--- config.mk ---
export PLATFORM = sky130hd
export DESIGN_NAME = cpu_reset_seq
export DESIGN_NICKNAME = d
export VERILOG_FILES = /design/src/rtl/cpu_reset_seq.sv
export SDC_FILE = /design/constraint.sdc
export NUM_CORES = 1
export LEC_CHECK = 0
export CORE_MARGIN = 1.5
export CORE_UTILIZATION = 31
export CTS_CLUSTER_SIZE = 16
export DETAILED_ROUTE_END_ITERATION = 8
export PLACE_DENSITY = 0.49
export SYNTH_ARGS = -nofsm -noshare
export SYNTH_HDL_FRONTEND = slang
export SYNTH_SLANG_ARGS = --single-unit
--- constraint.sdc ---
create_clock -name clk_50 -period 1.52 [get_ports clk_50]
set_input_delay 0.228 -clock clk_50 [delete_from_list [all_inputs] [get_ports clk_50]]
set_output_delay 0.228 -clock clk_50 [all_outputs]
set_load 0.03 [all_outputs]
--- src/rtl/cpu_reset_seq.sv ---
// Reset sequencer: debounced button + PLL-lock gating, hold stretch, staggered
// per-channel active-low release, reset cause reporting. Optional watchdog is
// compiled in with `define CPU_RESET_SEQ_WDT_EN. All outputs registered.
module cpu_reset_seq #(
  parameter int NUM_CH          = 2,
  parameter int DEBOUNCE_CYCLES = 16,
  parameter int HOLD_CYCLES     = 64,
  parameter int STAGGER_CYCLES  = 8,
  parameter int WDT_CYCLES      = 1000000
) (
  input  logic              clk_50,
  input  logic              reset,
  input  logic              button_reset,
  input  logic              pll_cpu_locked,
  input  logic              wdt_kick,
  output logic [NUM_CH-1:0] resb,
  output logic [1:0]        reset_cause,
  output logic              busy
);

  localparam int DB_W   = $clog2(DEBOUNCE_CYCLES + 1);
  localparam int HOLD_W = $clog2(HOLD_CYCLES + 1);
  localparam int STG_W  = $clog2(STAGGER_CYCLES + 1);
  localparam int IDX_W  = (NUM_CH > 1) ? $clog2(NUM_CH) : 1;

  typedef enum logic [1:0] {
    ST_ASSERT  = 2'd0,
    ST_HOLD    = 2'd1,
    ST_RELEASE = 2'd2,
    ST_RUN     = 2'd3
  } state_t;

  state_t state, state_nxt;

  logic btn_m, btn_s, lock_m, lock_s;
  logic btn_db;
  logic [DB_W-1:0]   db_cnt;
  logic [HOLD_W-1:0] hold_cnt, hold_nxt;
  logic [STG_W-1:0]  stg_cnt, stg_nxt;
  logic [IDX_W-1:0]  idx, idx_nxt;
  logic [NUM_CH-1:0] resb_nxt;
  logic [1:0]        cause_nxt, trig_cause;
  logic              trig, wdt_exp;

  // Two-flop synchronisers; button idles released (1), lock idles unlocked (0)
  always_ff @(posedge clk_50) begin
    if (reset) begin
      btn_m  <= 1'b1;
      btn_s  <= 1'b1;
      lock_m <= 1'b0;
      lock_s <= 1'b0;
    end else begin
      btn_m  <= button_reset;
      btn_s  <= btn_m;
      lock_m <= pll_cpu_locked;
      lock_s <= lock_m;
    end
  end

  // Debounce: accept a new button level only after it differs for DEBOUNCE_CYCLES in a row
  always_ff @(posedge clk_50) begin
    if (reset) begin
      btn_db <= 1'b1;
      db_cnt <= '0;
    end else if (btn_s == btn_db) begin
      db_cnt <= '0;
    end else if (db_cnt == DB_W'(DEBOUNCE_CYCLES - 1)) begin
      btn_db <= btn_s;
      db_cnt <= '0;
    end else begin
      db_cnt <= db_cnt + 1'b1;
    end
  end

`ifdef CPU_RESET_SEQ_WDT_EN
  localparam int WDT_W = $clog2(WDT_CYCLES + 1);
  logic [WDT_W-1:0] wdt_cnt;

  // A kick on the terminal cycle still rescues the system
  assign wdt_exp = (state == ST_RUN) && (wdt_cnt == WDT_W'(WDT_CYCLES - 1)) && !wdt_kick;

  // Watchdog counts only while staying in RUN; saturates at the terminal value
  always_ff @(posedge clk_50) begin
    if (reset) begin
      wdt_cnt <= '0;
    end else if ((state != ST_RUN) || (state_nxt != ST_RUN) || wdt_kick) begin
      wdt_cnt <= '0;
    end else if (wdt_cnt != WDT_W'(WDT_CYCLES - 1)) begin
      wdt_cnt <= wdt_cnt + 1'b1;
    end
  end
`else
  localparam int unused_wdt_cycles = WDT_CYCLES;
  logic unused_wdt_kick;
  assign unused_wdt_kick = wdt_kick;
  assign wdt_exp = 1'b0;
`endif

  // Trigger arbitration: lock loss beats button beats watchdog
  assign trig       = !lock_s || !btn_db || wdt_exp;
  assign trig_cause = !lock_s ? 2'd2 : (!btn_db ? 2'd1 : 2'd3);

  // Next-state and next-output logic; outputs are computed here and registered below
  always_comb begin
    state_nxt = state;
    hold_nxt  = hold_cnt;
    stg_nxt   = stg_cnt;
    idx_nxt   = idx;
    resb_nxt  = resb;
    cause_nxt = reset_cause;
    case (state)
      ST_ASSERT: begin
        resb_nxt = '0;
        hold_nxt = '0;
        stg_nxt  = '0;
        idx_nxt  = '0;
        if (lock_s && btn_db) state_nxt = ST_HOLD;
      end
      ST_HOLD: begin
        if (hold_cnt == HOLD_W'(HOLD_CYCLES - 1)) begin
          state_nxt = ST_RELEASE;
          hold_nxt  = '0;
          stg_nxt   = '0;
          idx_nxt   = '0;
        end else begin
          hold_nxt = hold_cnt + 1'b1;
        end
      end
      ST_RELEASE: begin
        stg_nxt = (stg_cnt == STG_W'(STAGGER_CYCLES - 1)) ? '0 : stg_cnt + 1'b1;
        if (stg_cnt == '0) begin
          resb_nxt[idx] = 1'b1;
          if (idx == IDX_W'(NUM_CH - 1)) state_nxt = ST_RUN;
          else                           idx_nxt   = idx + 1'b1;
        end
      end
      default: begin
        resb_nxt = '1;
      end
    endcase
    // Abort from any post-ASSERT state: everything drops together on the next edge
    if (state != ST_ASSERT && trig) begin
      state_nxt = ST_ASSERT;
      resb_nxt  = '0;
      hold_nxt  = '0;
      stg_nxt   = '0;
      idx_nxt   = '0;
      cause_nxt = trig_cause;
    end
  end

  // State, counters and registered outputs
  always_ff @(posedge clk_50) begin
    if (reset) begin
      state       <= ST_ASSERT;
      hold_cnt    <= '0;
      stg_cnt     <= '0;
      idx         <= '0;
      resb        <= '0;
      reset_cause <= 2'd0;
      busy        <= 1'b1;
    end else begin
      state       <= state_nxt;
      hold_cnt    <= hold_nxt;
      stg_cnt     <= stg_nxt;
      idx         <= idx_nxt;
      resb        <= resb_nxt;
      reset_cause <= cause_nxt;
      busy        <= (state_nxt != ST_RUN);
    end
  end

endmodule

## Word level (Yosys, flattened, before mapping)

Index checks and enable logic that the tools add are counted.

| word-level totals | value |
|---|---|
| register bits | 29 |
| bits of input ports | 5 |
| word-level logic and storage cells | 69 |

| cells by class | value |
|---|---|
| add/sub/neg operators | 4 |
| order comparisons | 2 |
| eq/ne operators | 9 |
| mux-type cells | 21 |
| bitwise logic cells | 3 |
| reductions and logical operators | 17 |

Operator list:

| kind | count |
|---|---|
| $mux 2 | 8 |
| $pmux 7 s2 | 1 |
| $pmux 2 s3 | 2 |
| $pmux 4 s3 | 1 |
| $mux 4 | 2 |
| $add 7x1->7 const B | 1 |
| $eq 7x6->1 const B | 1 |
| $mux 7 | 1 |
| $ne 2x2->1 const B | 3 |
| $reduce_and 2->1 | 3 |
| $add 5x1->5 const B | 1 |
| $eq 5x4->1 const B | 1 |
| $add 4x1->4 const B | 1 |
| $eq 4x3->1 const B | 1 |
| $logic_not 4->1 | 1 |
| $mux 1 | 4 |
| $reduce_bool 2->1 | 2 |
| $logic_and 1x1->1 | 3 |
| $pmux 1 s3 | 1 |
| $reduce_and 3->1 | 1 |
| $reduce_bool 3->1 | 1 |
| $reduce_or 3->1 | 1 |
| $eq 2x1->1 const B | 1 |
| $eq 2x2->1 const B | 1 |
| other kinds (11) | 13 |

## Depth between registers and ports, before layout

Gate-level depths: netlist (run 1).

| depth | value |
|---|---|
| word-level depth | 7 |
| depth in mapped cells | 6 |

## Least setup slack after synthesis (run 1)

OpenSTA, ideal clock, no wires.

| path | value |
|---|---|
| kind | register to register |
| start | reg db_cnt[0] |
| end | reg db_cnt[2] |
| setup time | 0.065 ns |
| arrival | 1.403 ns |
| required time | 1.455 ns |
| path slack | 0.053 ns |
| stages on the path, launching flop included | 6 |
| path buffers | 0 |
| period minus slack after synthesis | 1.467 ns |
| cell sequence | dfxtp_1 -> ha_1 -> and3_1 -> ha_1 -> or3_1 -> nor2_1 |

| on the way | value |
|---|---|
| cells in the longest elaborated chain, start to end | 2 |
| elaborated cells between the ends (all ways) | 3 |
| classes of those cells | 1 x add/sub; 1 x eq/ne; 1 x reduce/logical |

Ends and longest elaborated chain:

| item | line | text |
|---|---|---|
| start, declared | 37 | `logic [DB_W-1:0] db_cnt;` |
| start signal, assigned | 71 | `db_cnt <= db_cnt + 1'b1;` |
| branches (longest 2 deep; another with $add 5x1->5) | n/a |  |

Several ways; the timed one is not identified.
A chain may end at the register's enable or synchronous reset.

## Worst setup path in the final report (run 1)

| path | value |
|---|---|
| start | reg busy |
| end | out busy |

RTL lines:

| item | line | text |
|---|---|---|
| start, declared | 18 | `output logic busy` |
| start signal, assigned | 169 | `busy <= (state_nxt != ST_RUN);` |

No word-level cell between the ends.

==> results.toml, run 1 <==
[global_route]
grt_pass1_vias = 1041
grt_first_pass_wirelength_um = 4540
grtUsageMet2 = 0.2148
grt_resource_usage_total = 0.1329
antenna_found_initial = 0
grt_busiest_layer = "met2"
grt_util_met3 = 0.04934
grt_max_degree = 17
grt.overflow.total = 0
grt.met1_usage = 0.1563

[finish]
stdcell_area_um2 = 1627
finish.net_count = 175
multiInputGateArea_um2 = 695.7
diodes = 0
layout-drive-gt1-share = 0.2000
regArea_um2 = 581.8
fillCellCount = 408
final_core_util = 0.4037
most_frequent_standard_cell_in_the_layout_excluding_fill_and_tap_cells = "sky130_fd_sc_hd__dfxtp_1"
synthToLayoutAreaGrowth_pct = 23.57
layout_common_cells = "28 x sky130_fd_sc_hd__dfxtp_1, 15 x sky130_fd_sc_hd__a21oi_1, 14 x sky130_fd_sc_hd__nor2_1"

[clock_tree]
clock-sinks = 29
cts.reportedPaths.clkPinSlew_ns = 0.06
clk_path_buf_depth = 2
clk_root_buffer_cell = "sky130_fd_sc_hd__clkbuf_8"
clkLatencyLatePin_ns = 0.27
ctsHoldBuffers = 0
postCtsSetupRepairBufs = 0
tritoncts.num_buffers = 5
cts_max_level = 2
cts_tree = "yes"

[power]
switching_share = 0.2073
combPwrFrac = 0.043
p_per_area_nw_per_um2 = 898.3
internal_power_uw = 1158
ir_worst_vdd_uv = 567.6
leakage_power_uw = 0.0006321
pwr-share-seq = 0.529
power.net_switching_uw = 302.9
share_clk_of_total_power = 0.428

[floorplan]
dieHeight_um = 68.16
design.portCount = 10
floorplan.core_area_um2 = 4029
dieWidth_um = 68.16
start_util = 0.3267
die_area_um2 = 4646
core.rowCount = 23

[critical_path]
setup.worst_path.start_class = "flip-flop"
crit_chain = "clkdlybuf4s50_1"
worst-path-buf-inv = 1
worst_setup_path_end_kind = "output pin"
reg2reg_setup_slack_ns = 0.09
ff2ff_path_depth = 5
largest_stage_delay_on_the_critical_path_ns = 0.66
reg2reg_to = "db_cnt[2]"
worst_path_max_delay_cell = "sky130_fd_sc_hd__clkdlybuf4s50_1"
family_with_the_most_delay_on_the_worst_path = "buffers and inverters"
critical_path_peak_fanout = 1
timing.critical_path.arrival_ns = 1.24
worst_r2r_startpoint = "db_cnt[0]"
worst-setup-path-type = "reg2out"
timing.critical_path.required_ns = 1.29

[timing]
timing.final.max_slew_violations = 0
layout_min_cycle_time_ns = 1.469
fin_skew_ns = 0.003631
post-route-period-util = 0.9664
grt_setup_unrepaired = "no"
sum_neg_setup_slack_ns = 0
max_freq_mhz = 680.8
final-hold-violation-count = 0
finalSetupViolCount = 0
tightestPinTransition_ns = 0.3403
maxSlewHeadroom = 0.7727

[synthesis]
syn_area_cell_um2 = 9.141
ys_warn_count = 0
synth-seq-area-share = 0.4411
ys_types = 42
synthesis.nets = 154
mappedNetlistArea_um2 = 1316
yosys.area.top_type_share = 0.4411
post_synth_inst_count = 144
postSynth.asyncResetShare = 0
synth_top_area_cell = "sky130_fd_sc_hd__dfxtp_1"
synth-edff-count = 0
netlist_top_cells_area = "sky130_fd_sc_hd__dfxtp_1 44%, sky130_fd_sc_hd__a21oi_1 5.7%, sky130_fd_sc_hd__ha_1 4.8%"
postSynthRegisterBits = 29
synth_flop_cell = "sky130_fd_sc_hd__dfxtp_1"

[routing]
drt_wl_total_um = 2621
post-route-drc-count = 0
antenna_violating_nets_post_route = 0
drt-wirelength-per-cell_um = 12.19
via_count = 1058
drtPass1Iterations = 4
via_per_inst = 4.921
detailedRoute.firstIterationViolations = 33

[place]
dpl_cell_area_um2 = 1519
routabilityCongestion = 0.8354
portBuffers = 8
post-dp-hpwl_um = 1920

[job]
max_capacitance_violation_count = 0

[worst_hold_path]
min_path_type = "reg2reg"
hold_path_depth = 1
worst_hold_path.endpoint = "btn_s"
timing.hold.worst.start = "btn_m"

[status]
status = "complete, no violations"
==> cell families after synthesis <==
kind of cell,synth area share
simple gates,0.2681
buf+inv,0.04658
flops,0.4411
xor+xnor,0.01997
fa+ha+maj,0.04753
compound gates,0.1768
==> flip-flops by register name, summed over array words and instances, names as in the netlist, 2 cells and up <==
signal	cells
resb	2
stg_cnt	4
hold_cnt	7
db_cnt	5
reset_cause	2
state	2
==> worst max-delay path by stage <==
stage	from	end	slack, ns	cells after the start
after floorplan	db_cnt[0]	db_cnt[2]	0.05	5
after global placement	db_cnt[0]	db_cnt[3]	0.02	5
after detailed placement	db_cnt[0]	db_cnt[3]	-0.02	5
after CTS	reset_cause[1]	reset_cause[1]	0.009	1
after global routing	stg_cnt[0]	state[0]	0.01	5
final	busy	busy	0.05	1
==> repair_timing <==
item | 4_1_cts | 5_1_grt
setup endpoints to repair | 8 | 9
resized for setup | 4 | 7
gates cloned | 0 | 0
pin swaps | 0 | 1
==> metal layers <==
layer	wire (µm)	part of all wire
met5	0	0
met4	38	0.014
met3	73	0.028
met2	1194	0.46
met1	1314	0.50
==> cell type report <==
class                      count  area share
multi-input combinational    104      0.4277
sequential                    29      0.3577
tap                           50     0.03846
timing repair buffer          20      0.1115
inverter                       5     0.01154
clock buffer                   7     0.05308
==> cell usage after synthesis (all sizes together), types with 2 or more instances <==
cell,number
nand3b,3
nor2b,5
ha,5
a31oi,2
clkbuf,2
a22o,2
inv,5
dfxtp,29
or2,3
and3,3
nand4,2
buf,4
o21ai,6
a21o,4
nor3,4
a21oi,15
xnor2,2
nor2,16
a211oi,2
nand3,8
nand2,7
==> power groups by stage <==
| stage | Combinational (µW) | Sequential [µW] | Clock (µW) |
|---|---|---|---|
| 2_1_floorplan | 35.0 | 790 | 0 |
| 3_3_place_gp | 61.2 | 789 | 0 |
| 3_5_place_dp | 62.3 | 789 | 0 |
| 4_1_cts | 63.3 | 772 | 656 |
| 5_1_grt | 69.4 | 773 | 678 |
| 6_report | 62.8 | 773 | 626 |
==> through the flow <==
step	hold slack [ns]	setup WS, ns	total power (µW)	cells
2_1_floorplan	0.3318	0.05262	824.8	144
3_3_place_gp	0.4072	0.01552	850.4	208
3_5_place_dp	0.4033	-0.01841	851.6	208
4_1_cts	0.4205	0.008899	1492	215
5_1_grt	0.4397	0.01435	1520	215
6_report	0.4173	0.05110	1461	215
Power figures use the tool's default switching activity.
==> run 2: changes to the inputs <==
- CORE_UTILIZATION: 31 -> 50
- PLACE_DENSITY: 0.49 -> 0.73
==> results.toml, run 2 (synthesis gave the netlist of run 1 again) <==
[status]
status = "complete, no violations"

[floorplan]
dieHeight_um = 54.31
start_util = 0.5313
die_area_um2 = 2950
dieWidth_um = 54.31
core.rowCount = 18
floorplan.core_area_um2 = 2477
design.portCount = 10

[critical_path]
worst-path-buf-inv = 0
worst_r2r_startpoint = "db_cnt[0]"
worst_setup_path_end_kind = "flip-flop"
timing.critical_path.required_ns = 1.78
critPathLaunch = "db_cnt[0]"
worst_path_max_delay_cell = "sky130_fd_sc_hd__or3_4"
family_with_the_most_delay_on_the_worst_path = "simple AND/OR/NAND/NOR gates"
setup.worst_path.start_class = "flip-flop"
timing.critical_path.arrival_ns = 1.70
crit_chain = "ha_2 -> and3_1 -> ha_2 -> or3_4 -> nor2_1"
critical_path_peak_fanout = 5
largest_stage_delay_on_the_critical_path_ns = 0.40
worst-setup-path-type = "reg2reg"
critical-path-top-cell-by-count = "sky130_fd_sc_hd__ha_2"

[clock_tree]
cts.reportedPaths.clkPinSlew_ns = 0.09
cts_tree = "yes"
clk_path_buf_depth = 2
ctsHoldBuffers = 0
postCtsSetupRepairBufs = 0
clkLatencyLatePin_ns = 0.32
cts_max_level = 2
tritoncts.num_buffers = 5
clk_root_buffer_cell = "sky130_fd_sc_hd__clkbuf_4"
clock-sinks = 29

[timing]
timing.final.max_slew_violations = 0
maxSlewHeadroom = 0.7647
grt_setup_unrepaired = "no"
post-route-period-util = 0.9463
layout_min_cycle_time_ns = 1.438
finalSetupViolCount = 0
fin_hold_ws_ns = 0.4239
sum_neg_setup_slack_ns = 0
fin_skew_ns = 0.006708
tightestPinTransition_ns = 0.3514
max_freq_mhz = 695.2
final-hold-violation-count = 0

[worst_hold_path]
min_path_type = "reg2reg"
timing.hold.worst.start = "btn_m"

[global_route]
grt_pass1_vias = 982
grt_util_met3 = 0.05738
grt_first_pass_wirelength_um = 3967
grt.met1_usage = 0.2372
grt_resource_usage_total = 0.1922
grt.overflow.total = 0
grtUsageMet2 = 0.2892
grt_max_degree = 11
grt_busiest_layer = "met2"
antenna_found_initial = 0

[finish]
synthToLayoutAreaGrowth_pct = 15.40
post_layout_nonfiller_instances = 192
layout_common_cells = "26 x sky130_fd_sc_hd__dfxtp_1, 15 x sky130_fd_sc_hd__a21oi_1, 14 x sky130_fd_sc_hd__nor2_1"
most_frequent_standard_cell_in_the_layout_excluding_fill_and_tap_cells = "sky130_fd_sc_hd__dfxtp_1"
finish.net_count = 171
fillCellCount = 222
biggestRegsByFlops = "hold_cnt (7), db_cnt (5), stg_cnt (4)"
layout-drive-gt1-share = 0.2037
largest_reg_flops = 7
diodes = 0
multiInputGateArea_um2 = 689.4
largest_register = "hold_cnt"
regArea_um2 = 584.3

[routing]
drtPass1Iterations = 4
drt_wl_total_um = 2284
antenna_violating_nets_post_route = 0
drt-wirelength-per-cell_um = 11.90
via_count = 1073
detailedRoute.firstIterationViolations = 24
post-route-drc-count = 0
via_per_inst = 5.589

[power]
leakage_power_uw = 0.0005769
ir_worst_vdd_uv = 712.2
p_per_area_nw_per_um2 = 833.6
p_total_uw = 1266

[job]
max_capacitance_violation_count = 0

[place]
portBuffers = 8
placed_cells_incl_taps = 184
post-dp-hpwl_um = 1723
routabilityCongestion = 0.8556
[run 2: report_power, final]
group / switching [µW] / internal [µW]
combinational: 28.0 / 25.6
clock: 266 / 174
sequential: 5.53 / 767
total: 300 / 967
[run 2: path summary, 6_finish.rpt]
kind | endpoint | slack [ns] | depth (start not counted)
min | btn_s | 0.42 | 1
min reg2reg | btn_s | 0.42 | 1
max reg2reg | db_cnt[0] | 0.08 | 5
max | db_cnt[0] | 0.08 | 5
[run 2: metrics by stage]
step / utilization / worst slack, ns / instance area (µm²)
6_report: 0.6131 / 0.08166 / 1519
5_1_grt: 0.6131 / 0.02080 / 1519
2_1_floorplan: - / 0.05262 / 1316
4_1_cts: 0.6081 / 0.0002299 / 1506
3_5_place_dp: 0.5859 / -0.02265 / 1451
3_3_place_gp: 0.5859 / 0.01657 / 1451
[run 2: layout make-up]
| cell class | instances | share of cell area |
|---|---|---|
| clock buffers | 5 | 0.02471 |
| clock inverters | 3 | 0.01153 |
| inverters | 5 | 0.01236 |
| multi-input cells | 104 | 0.4539 |
| flip-flops and latches | 29 | 0.3847 |
| well taps | 30 | 0.02471 |
| repair buffers | 16 | 0.08814 |
[run 2: metal layers]
layer  part of all wire  vias to the layer above
met2               0.46                       17
met5                  0                        -
met4              0.023                        0
li1                   -                      545
met3              0.035                        7
met1               0.48                      504
[run 2: what timing repair did]
item	in CTS	in global routing
hold endpoints to repair	0	0
gates resized for setup	7	6
setup endpoints to repair	10	7
pin swaps	0	1
gates cloned	0	0
[run 2: worst reg2reg max path, stage by stage (launching register included)]
cell                      delay, ns
sky130_fd_sc_hd__dfxtp_2       0.34
sky130_fd_sc_hd__ha_2          0.19
sky130_fd_sc_hd__and3_1        0.18
sky130_fd_sc_hd__ha_2          0.17
sky130_fd_sc_hd__or3_4         0.40
sky130_fd_sc_hd__nor2_1        0.10
==> run 3: changes to the inputs <==
- clock period: 1.52 -> 1.2 ns (I/O delays scaled with it)
==> results.toml, run 3 (synthesis gave the netlist of run 1 again) <==
[status]
status = "finished, violations left"
failed_checks = "negative setup slack"

[worst_hold_path]
hold_path_depth = 2
timing.hold.worst.start = "pll_cpu_locked"
worst_hold_path.endpoint = "lock_m"
min_path_type = "in2reg"

[global_route]
grt_resource_usage_total = 0.2539
grt_max_degree = 10
grt.met1_usage = 0.2547
grtUsageMet2 = 0.4277
grt.overflow.total = 0
antenna_found_initial = 0
grt_busiest_layer = "met2"
grt_first_pass_wirelength_um = 5002
grt_pass1_vias = 1147
grt_util_met3 = 0.1066

[critical_path]
critical_path_peak_fanout = 5
reg2reg_to = "db_cnt[4]"
reg2reg_setup_slack_ns = -0.16
timing.critical_path.arrival_ns = 1.64
timing.critical_path.required_ns = 1.49
worst_setup_path_end_kind = "flip-flop"
worst_r2r_startpoint = "db_cnt[1]"
setup.worst_path.start_class = "flip-flop"
worst-setup-path-type = "reg2reg"
ff2ff_path_depth = 5

[floorplan]
core.rowCount = 18
floorplan.core_area_um2 = 2477
die_area_um2 = 2950
design.portCount = 10
start_util = 0.5313
dieWidth_um = 54.31
dieHeight_um = 54.31

[finish]
layout_common_cells = "28 x sky130_fd_sc_hd__buf_4, 21 x sky130_fd_sc_hd__dfxtp_1, 13 x sky130_fd_sc_hd__nor2_1"
layout-drive-gt1-share = 0.4703
stdcell_area_um2 = 1892
diodes = 0
most_frequent_standard_cell_in_the_layout_excluding_fill_and_tap_cells = "sky130_fd_sc_hd__buf_4"
synthToLayoutAreaGrowth_pct = 43.73
fillCellCount = 173
largest_reg_flops = 7
finish.net_count = 194
largest_register = "hold_cnt"
biggestRegsByFlops = "hold_cnt (7), db_cnt (5), stg_cnt (4)"

[place]
post-dp-hpwl_um = 2075
routabilityCongestion = 0.8809
dp_worst_setup_slack_ns = -0.2614
portBuffers = 8
dpl_cell_area_um2 = 1682

[clock_tree]
clk_path_buf_depth = 2
ctsHoldBuffers = 0
cts_max_level = 2
tritoncts.num_buffers = 5
cts.reportedPaths.clkPinSlew_ns = 0.09
clkLatencyLatePin_ns = 0.34
clk_root_buffer_cell = "sky130_fd_sc_hd__clkbuf_4"
clock-sinks = 29
cts_tree = "yes"

[power]
power.net_switching_uw = 402.1
switching_share = 0.2459
combPwrFrac = 0.057
ir_worst_vdd_uv = 1093
internal_power_uw = 1233
p_per_area_nw_per_um2 = 864.4
p_total_uw = 1635
leakage_power_uw = 0.0007083
share_clk_of_total_power = 0.349
pwr-share-seq = 0.594

[timing]
post-route-period-util = 1.132
finalSetupViolCount = 14
fin_skew_ns = 0.008308
layout_min_cycle_time_ns = 1.359
grt_setup_unrepaired = "yes"
final-hold-violation-count = 0
maxSlewHeadroom = 0.7681
max_freq_mhz = 736.1
timing.final.max_slew_violations = 0
sum_neg_setup_slack_ns = -1.113
finalWorstSetupSlack_ns = -0.1586
tightestPinTransition_ns = 0.3471

[routing]
antenna_violating_nets_post_route = 0
via_count = 1218
drtPass1Iterations = 4
post-route-drc-count = 0
detailedRoute.firstIterationViolations = 21
drt_wl_total_um = 3375
via_per_inst = 5.665
drt-wirelength-per-cell_um = 15.70

[job]
max_capacitance_violation_count = 0
[run 3: layout make-up]
cell class / instances / area, µm² / share of cell area
multi-input combinational: 104 / 869.6 / 0.4597
sequential: 29 / 600.6 / 0.3175
timing repair buffer: 39 / 314.1 / 0.1660
clock buffer: 6 / 41.29 / 0.02183
tap: 30 / 37.54 / 0.01984
inverter: 5 / 18.77 / 0.009921
clock inverter: 2 / 10.01 / 0.005291
[run 3: power by group through the flow]
stage	Clock [µW]	Sequential, µW	Combinational [µW]
after global placement	0	997	81.9
after floorplan	0	997	45.7
after detailed placement	0	998	83.6
after global routing	640	973	99.9
final	571	971	92.7
after CTS	590	971	87.7
[run 3: metrics by stage]
| step | hold slack [ns] | cells | utilization |
|---|---|---|---|
| after floorplan | 0.2838 | 144 | - |
| after global placement | 0.4032 | 203 | 0.6788 |
| after detailed placement | 0.4038 | 203 | 0.6788 |
| after CTS | 0.3718 | 214 | 0.7495 |
| after global routing | 0.3714 | 215 | 0.7636 |
| final | 0.3906 | 215 | 0.7636 |
[run 3: worst max-delay path, cell delays in order (launching register included)]
cell and delay (ns):
sky130_fd_sc_hd__dfxtp_2 0.34, sky130_fd_sc_hd__ha_4 0.15, sky130_fd_sc_hd__and3_4 0.18, sky130_fd_sc_hd__ha_4 0.15, sky130_fd_sc_hd__or3_4 0.37, sky130_fd_sc_hd__nor2_2 0.11
[run 3: worst max-delay path by stage]
stage	start	end	slack, ns	depth (start not counted)
final	db_cnt[1]	db_cnt[4]	-0.16	5
after floorplan	db_cnt[0]	db_cnt[0]	-0.1	5
after global routing	db_cnt[1]	db_cnt[0]	-0.19	5
after CTS	db_cnt[1]	db_cnt[0]	-0.17	5
after detailed placement	reset	stg_cnt[0]	-0.26	5
after global placement	reset	stg_cnt[0]	-0.20	5
[run 3: what timing repair did]
action                                  4_1_cts  5_1_grt
setup buffers                                 3        1
gates resized for setup                      40       19
pin swaps                                    19        6
endpoints found under the setup margin       27       25
hold endpoints to repair                      0        0
[run 3: metal layers]
| layer | up-vias | wire [µm] |
|---|---|---|
| met1 | 591 | 1412 |
| li1 | 592 | - |
| met4 | 0 | 133 |
| met5 | - | 0 |
| met3 | 12 | 118 |
| met2 | 23 | 1709 |
